### src/rtl/up_defs.sv
// Shared definitions for the Nibbler-class fetch/phase sequencer.
//   state_e       : sequencer state encodings (FETCH, EXT, EXEC)
//   ADDR_W_DEF    : default program counter / ROM address width
//   INSTR_W_DEF   : default opcode field width
//   OPRND_W_DEF   : default operand field width
//   LONG_OPS_DEF  : default long-opcode mask (opcodes 12..15 carry an extension byte)
package up_defs;

  typedef enum logic [1:0] {
    FETCH = 2'd0,
    EXT   = 2'd1,
    EXEC  = 2'd2
  } state_e;

  localparam int unsigned ADDR_W_DEF  = 12;
  localparam int unsigned INSTR_W_DEF = 4;
  localparam int unsigned OPRND_W_DEF = 4;
  localparam logic [15:0] LONG_OPS_DEF = 16'hF000;

endpackage

### src/rtl/up_pc_reg.sv
// Program counter register with async active-high reset, hold, increment and
// parallel load. Load has priority over increment; nothing changes while i_en=0.
// Ports:
//   clock      : system clock, rising edge
//   reset      : asynchronous active-high reset (PC -> 0)
//   i_en       : 1 = register may update this edge (0 = hold)
//   i_inc      : increment PC (wraps at 2^ADDR_W-1 -> 0)
//   i_load     : load i_load_val
//   i_load_val : parallel load value
//   o_pc       : current program counter
module up_pc_reg #(
  parameter int unsigned ADDR_W = 12
) (
  input  logic              clock,
  input  logic              reset,
  input  logic              i_en,
  input  logic              i_inc,
  input  logic              i_load,
  input  logic [ADDR_W-1:0] i_load_val,
  output logic [ADDR_W-1:0] o_pc
);

  logic [ADDR_W-1:0] r_pc;

  always_ff @(posedge clock or posedge reset) begin
    if (reset) begin
      r_pc <= '0;
    end else if (i_en) begin
      if (i_load) begin
        r_pc <= i_load_val;
      end else if (i_inc) begin
        r_pc <= r_pc + ADDR_W'(1);
      end
    end
  end

  assign o_pc = r_pc;

endmodule

### src/rtl/up_fetch_seq.sv
// Fetch/phase sequencer: FETCH -> (EXT ->) EXEC -> FETCH. Holds the PC, latches
// opcode/operand and, for long opcodes, an extension byte; applies taken
// branches of long ops in EXEC.
// Optional feature macro: UP_FETCH_RETIRE_CNT_EN adds retire_cnt / branch_cnt.
// Ports:
//   clock, reset  : rising-edge clock, async active-high reset
//   stall         : 1 = freeze sequencer, PC and all registers
//   program_byte  : ROM data at address PC
//   branch_taken  : branch decision, used only in EXEC of a long op
//   PC            : ROM address
//   phase         : 0 = fetch (FETCH/EXT), 1 = execute
//   ext_phase     : 1 while fetching the extension byte
//   instr, oprnd  : latched opcode / operand
//   ext_byte      : latched extension byte
//   is_long       : LONG_OPS[instr]
//   jump_addr     : {oprnd, ext_byte}
//   retire_cnt    : (macro only) count of retired instructions
//   branch_cnt    : (macro only) count of taken long branches
module up_fetch_seq
  import up_defs::*;
#(
  parameter int unsigned ADDR_W  = ADDR_W_DEF,
  parameter int unsigned INSTR_W = INSTR_W_DEF,
  parameter int unsigned OPRND_W = OPRND_W_DEF,
  parameter logic [(1<<INSTR_W)-1:0] LONG_OPS = LONG_OPS_DEF
) (
  input  logic                       clock,
  input  logic                       reset,
  input  logic                       stall,
  input  logic [INSTR_W+OPRND_W-1:0] program_byte,
  input  logic                       branch_taken,
  output logic [ADDR_W-1:0]          PC,
  output logic                       phase,
  output logic                       ext_phase,
  output logic [INSTR_W-1:0]         instr,
  output logic [OPRND_W-1:0]         oprnd,
  output logic [INSTR_W+OPRND_W-1:0] ext_byte,
  output logic                       is_long,
  output logic [ADDR_W-1:0]          jump_addr
`ifdef UP_FETCH_RETIRE_CNT_EN
  ,
  output logic [15:0]                retire_cnt,
  output logic [15:0]                branch_cnt
`endif
);

  localparam int unsigned BYTE_W = INSTR_W + OPRND_W;

  state_e             r_state, w_state_nxt;
  logic [INSTR_W-1:0] r_instr;
  logic [OPRND_W-1:0] r_oprnd;
  logic [BYTE_W-1:0]  r_ext_byte;
  logic               w_pc_inc, w_pc_load, w_is_long;
  logic [ADDR_W-1:0]  w_jump_addr;
  logic [INSTR_W-1:0] w_byte_op;

  assign w_byte_op   = program_byte[BYTE_W-1:OPRND_W];
  assign w_is_long   = LONG_OPS[r_instr];
  assign w_jump_addr = {r_oprnd, r_ext_byte};

  always_comb begin
    w_state_nxt = r_state;
    w_pc_inc    = 1'b0;
    w_pc_load   = 1'b0;
    unique case (r_state)
      FETCH: begin
        w_pc_inc    = 1'b1;
        w_state_nxt = LONG_OPS[w_byte_op] ? EXT : EXEC;
      end
      EXT: begin
        w_pc_inc    = 1'b1;
        w_state_nxt = EXEC;
      end
      EXEC: begin
        w_pc_load   = w_is_long & branch_taken;
        w_state_nxt = FETCH;
      end
      default: w_state_nxt = FETCH;
    endcase
  end

  always_ff @(posedge clock or posedge reset) begin
    if (reset) begin
      r_state    <= FETCH;
      r_instr    <= '0;
      r_oprnd    <= '0;
      r_ext_byte <= '0;
    end else if (!stall) begin
      r_state <= w_state_nxt;
      if (r_state == FETCH) begin
        r_instr <= w_byte_op;
        r_oprnd <= program_byte[OPRND_W-1:0];
      end
      if (r_state == EXT) begin
        r_ext_byte <= program_byte;
      end
    end
  end

  up_pc_reg #(
    .ADDR_W(ADDR_W)
  ) u_pc_reg (
    .clock      (clock),
    .reset      (reset),
    .i_en       (!stall),
    .i_inc      (w_pc_inc),
    .i_load     (w_pc_load),
    .i_load_val (w_jump_addr),
    .o_pc       (PC)
  );

`ifdef UP_FETCH_RETIRE_CNT_EN
  logic [15:0] r_retire_cnt, r_branch_cnt;

  always_ff @(posedge clock or posedge reset) begin
    if (reset) begin
      r_retire_cnt <= '0;
      r_branch_cnt <= '0;
    end else if (!stall && r_state == EXEC) begin
      r_retire_cnt <= r_retire_cnt + 16'd1;
      if (w_pc_load) begin
        r_branch_cnt <= r_branch_cnt + 16'd1;
      end
    end
  end

  assign retire_cnt = r_retire_cnt;
  assign branch_cnt = r_branch_cnt;
`endif

  assign phase     = (r_state == EXEC);
  assign ext_phase = (r_state == EXT);
  assign instr     = r_instr;
  assign oprnd     = r_oprnd;
  assign ext_byte  = r_ext_byte;
  assign is_long   = w_is_long;
  assign jump_addr = w_jump_addr;

endmodule

### config.mk
export PLATFORM = sky130hd
export DESIGN_NAME = up_fetch_seq
export DESIGN_NICKNAME = d
export VERILOG_FILES = /design/src/rtl/up_defs.sv /design/src/rtl/up_pc_reg.sv /design/src/rtl/up_fetch_seq.sv
export SDC_FILE = /design/constraint.sdc
export NUM_CORES = 1
export LEC_CHECK = 0
export CAP_MARGIN = 20
export CORE_ASPECT_RATIO = 1.75
export CORE_MARGIN = 2
export CORE_UTILIZATION = 28
export CTS_CLUSTER_DIAMETER = 30
export DETAILED_ROUTE_END_ITERATION = 16
export PLACE_DENSITY_LB_ADDON = 0.2
export REMOVE_ABC_BUFFERS = 1
export SLEW_MARGIN = 25
export SYNTH_ARGS = -nofsm -noshare
export SYNTH_HDL_FRONTEND = slang
export SYNTH_SLANG_ARGS = --single-unit
### constraint.sdc
create_clock -name clock -period 5.3 [get_ports clock]
set_clock_uncertainty 0.1 [all_clocks]
set_input_delay 1.06 -clock clock [delete_from_list [all_inputs] [get_ports clock]]
set_output_delay 1.06 -clock clock [all_outputs]
set_load 0.03 [all_outputs]
==> impl_metrics.ini <==
[sta]
setup_viol = 0
fin_setup_tns_ns = 0
hold_ws_ns = 0.4297
clock.fmax_mhz = 326.9
worstMarginPinSlew_ns = 0.6665
finalCritPeriodShare_pct = 57.72
fin_crit_ns = 3.059
report.final.slew_viol_count = 0
rsz0062_at_grt = no
hold_viol = 0
slew-limit-headroom_pct = 55.43

[power]
ir_worst_vdd_mv = 0.2291
powerDensity_nw_per_um2 = 624.3
p_total_uw = 1418
p_leak_uw = 0.0009247

[detailed_routing]
drc = 0
ant_nets = 0
dr.pass1.iters = 4
drt_iter0_drc = 36
vias_per_cell = 4.899
wl_per_cell_um = 15.83
finalWirelength_mm = 4.243
vias = 1313

[logic_synthesis]
yosysSeqAreaShare_pct = 44.71
synth_edf_count = 0
synth_area_leader_cell = dfrtp_1
synth.top_cell.area_share_pct = 44.71
ys_types = 43
avgSynthCellArea_um2 = 11.35
yosys_warnings = 0
yosysMostFrequentCell = dfrtp_1
synth_flop_cell = dfrtp_1
ys_seq_elements = 30
synth_top_cells_by_count = 30 x dfrtp_1, 13 x buf_4, 10 x nand2_1
synth_cells = 148
netlist_area_um2 = 1679
synthTopCellsByArea = dfrtp_1 45%, mux2_4 7.2%, buf_4 5.8%
synthArstFlopShare_pct = 100.0

[critical_path]
crit_path_end_kind = output port
path_cells = nand2b_4, inv_2, clkdlybuf4s50_1
path_buf_inv = 2
worst_setup_path_start_kind = flip-flop
crit_slowest_cell = dfrtp_1
cp.arrival_ns = 1.90
crit_type = reg -> out
cp_data_required_time_ns = 4.14
worstPathMaxFanout = 11
crit_family = buffers and inverters
slowest_delay_ns = 0.68

[finish]
final_cells = 268
drive_gt1_share_pct = 18.42
antennaDiodeCount = 0
nets = 203
area_growth_pct = 35.25

[placement]
dp_hpwl_mm = 3.261
gp_congestion = 0.7443
io_buffers = 54
dpl.cell_count = 261

[grt]
grt_pass1_wl_mm = 7.141
grtUsageTotal_pct = 13.58
gr-total-overflow = 0
grt_pass1_vias = 1406
antenna_found_initial = 0
grt_max_degree = 31

[run]
cap_violations = 0

[die]
die_area_um2 = 6657
io_pins = 55
die_y_um = 106.4
die_width_um = 62.54
coreArea_um2 = 5833
initial_core_util_pct = 28.79
row_count = 37

[worst_hold_path]
hold_class = reg -> reg

[run_status]
status = finished, final reports clean

[cts]
hold_buffers = 0
clkTransAtPathRegs_ns = 0.06
cts_buffers = 5
cts_max_level = 2
cts-root-buf = clkbuf_8
cts_buffer_depth = 2
post_cts_resized = 0
insertion_delay_ns = 0.29
cts_setup_buffers = 0
cts_tree = done
cts_sinks = 30
metal layers:
metal  global-route usage (%)  up-vias  share of wire (%)
li1                         -      612                  -
met1                    15.25      651                 39
met2                    24.42       40                 54
met3                    2.434       10                4.1
met4                    6.508        0                2.6
met5                        0        -                  0
final timing paths:
path	endpoint	cells past startpoint	start	slack (ns)
min	instr[1]$_DFFE_PP0P_	1	instr[1]$_DFFE_PP0P_	0.43
min in group asynchronous	ext_byte[2]$_DFFE_PP0P_	2	reset	1.08
max reg2reg	u_pc_reg.o_pc[8]$_DFFE_PP0P_	5	u_pc_reg.o_pc[0]$_DFFE_PP0P_	3.46
max	phase	3	r_state[1]$_DFFE_PP0N_	2.24
max in group asynchronous	u_pc_reg.o_pc[9]$_DFFE_PP0P_	2	reset	3.59
min reg2reg	instr[1]$_DFFE_PP0P_	1	instr[1]$_DFFE_PP0P_	0.43
report_power, final:
part / switching, uW / internal, uW / total [uW]
logic: 407 / 336 / 743
clock network: 86.4 / 150 / 237
registers: 119 / 319 / 438
flip-flops by register name, summed over array words and instances, names as in the netlist:
| signal | cells |
|---|---|
| r_state | 2 |
| u_pc_reg.o_pc | 12 |
| ext_byte | 8 |
| oprnd | 4 |
| instr | 4 |
kinds of logic (layout without fill, tap and decap cells):
logic type	count (synthesis)	after routing	share of synthesized area, %
buffers and inverters	24	66	10.58
flip-flops	30	30	44.71
adder cells (fa/ha/maj)	1	1	0.7450
multiplexers	17	17	13.12
AO/OA/AOI/OAI	31	31	13.19
AND/OR/NAND/NOR	45	45	17.66
cell usage in the layout (no fill, tap or decap), types with 4 or more instances in the layout:
cell / n
nor3_1: 6
mux2_4: 8
nand3_1: 7
nand2_1: 10
mux2_2: 8
o21ai_0: 7
clkdlybuf4s50_1: 54
nor2_1: 5
clkbuf_8: 6
a21oi_1: 4
dfrtp_1: 30
stage by stage:
step	instance area, um2	utilization (%)	setup WS (ns)
floorplan	1520	-	3.112
global route	2271	38.93	2.146
CTS	2271	38.93	2.230
detailed placement	2158	37.00	2.298
global placement	2158	37.00	2.341
finish	2271	38.93	2.241
cell type report:
class	count	area, um2
Sequential cell	30	750.7
Fill cell	603	3562
Tap cell	78	97.59
Inverter	5	18.77
Timing Repair Buffer	54	540.5
Clock buffer	6	82.58
Clock inverter	1	30.03
Multi-Input combinational cell	94	750.7
No activity file was read; power rests on OpenSTA's default activity.
==> edit, RTL diff (same flow settings) <==
The option `UP_FETCH_RETIRE_CNT_EN` is turned on by a define.
--- a/src/rtl/up_fetch_seq.sv
+++ b/src/rtl/up_fetch_seq.sv
@@ -17,4 +17,6 @@
 //   retire_cnt    : (macro only) count of retired instructions
 //   branch_cnt    : (macro only) count of taken long branches
+`define UP_FETCH_RETIRE_CNT_EN
+
 module up_fetch_seq
   import up_defs::*;
Function (old outputs only; new: branch_cnt and retire_cnt): kept (Yosys induction, for registers that start in step).
==> edit against the unedited design <==
  * Count of clock-buffer cells in the layout is 6 higher
  * Sequential cell count is 32 higher
  * Highest routed layer unchanged
  * Cell area is 85% higher
  * Maximum frequency is 1.4% lower
  * Routed wire length is 83% higher
  * Worst setup slack worse by 0.044 ns
  * Register-to-register slack worse by 0.27 ns
  * Clock power is 150% higher
  * Critical path type unchanged
  * Sequential share of layout area is 3.9 points higher
  * Critical path depth stayed put
  * Die area is 75% higher
  * Area after synthesis is 80% higher
  * Power is 67% higher
==> edit: results (changes against the unedited design) <==
----------------------------------------------------
[Run status]
  Result of the run ... finished, final reports clean

[Global route]
  Global-route track usage on met1 ... 16.4% (+1.1 points)
  Via count of the first global-routing pass ... 2367 (+68%)
  First-pass GRT wire length ... 12500 um (+75%)
  GR Util met2 ... 25.3% (+0.87 points)
  Global-route usage over all layers ... 14.7% (+1.1 points)
  Met3 Track Usage GR ... 2.67% (+0.24 points)
  Maximum number of pins on one net before global-route repair ... 45 (+45%)

[Routing]
  Number of design-rule violations left by the first detailed-router iteration ... 72 (+100%)
  Wire length on met1 ... 3040 um (+82%)
  Total met2 wirelength after detailed routing ... 4190 um (+83%)
  Vias per cell ... 4.90 (about the same)

[Worst setup path]
  Critical-path maximum fanout ... 13 (+2)
  Critical-path cell with the highest stage delay ... sky130_fd_sc_hd__clkdlybuf4s50_1
  Data arrival time of the critical path ... 1.94 ns (+0.04 ns)

[Logic synthesis]
  Fraction of synthesized area in multiplexers ... 7.04% (-6.1 points)
  Cell types occupying the most area after synthesis ... sky130_fd_sc_hd__dfrtp_1 51%, sky130_fd_sc_hd__mux2_2 6.7%, sky130_fd_sc_hd__xnor2_1 4.9%, sky130_fd_sc_hd__xor2_1 3.8%, sky130_fd_sc_hd__buf_4 3.7%
  Sequential share of the synthesized area ... 51.3% (+6.6 points)
  Arithmetic-cell share of the synthesized area counting full adders, half adders and majority gates ... 1.24% (+0.50 points)
  Parity-gate share of the synthesized area counting xor and xnor cells ... 8.69% (+8.7 points)

[CTS]
  Root buffer selected by CTS ... sky130_fd_sc_hd__clkbuf_16
  Cts bufs inserted ... 9 (+4)
  Htree depth ... 3 (+1)

[Power]
  Largest voltage drop on the vdd net ... 0.336 mV (+47%)
  Leak Pwr ... 1.77 nW (+92%)

[Placed design]
  Placed Instances ... 463 (+77%)
  Hpwl dp ... 5640 um (+73%)
  Number of I/O port buffers ... 86 (+59%)
  RePlAce Congestion ... 0.764 (+2.6%)

[Layout]
  Layout cells sized above 1 ... 12.3% (-6.1 points)
  Final net count ... 359 (+77%)

[Timing]
  Worst Max-Slew Pin Slew ... 0.968 ns (+0.301 ns)

----------------------------------------------------
## edit: path summary, 6_finish.rpt
kind,start,to,slack [ns],depth (start not counted)
setup reg to reg,r_state[1],ext_byte[7],3.19,3
setup / recovery,r_state[1],phase,2.20,3
min in group asynchronous,reset,branch_cnt[15],0.94,2
hold reg to reg,branch_cnt[15],branch_cnt[15],0.37,1
max in group asynchronous,reset,oprnd[0],3.25,3
hold / removal,branch_cnt[15],branch_cnt[15],0.37,1
## edit: final cells by class
class / count / area (sq um)
fill: 1072 / 6440
clock buffer: 12 / 256
multi-input combinational: 180 / 1300
inverter: 4 / 15.0
clock inverter: 4 / 45.0
tap: 130 / 163
sequential: 62 / 1550
timing repair buffer: 87 / 868
## edit: through the flow
stage	cell area (sq um)	setup WS (ns)
finish	4200	2.20
global route	4200	2.13
CTS	4200	2.17
detailed placement	3900	2.02
global placement	3900	2.06
floorplan	2870	2.60
## edit: power by group
group	internal [W]	switching, W
logic	0.000434	0.000564
clock network	0.000387	0.000205
registers	0.000604	0.000178
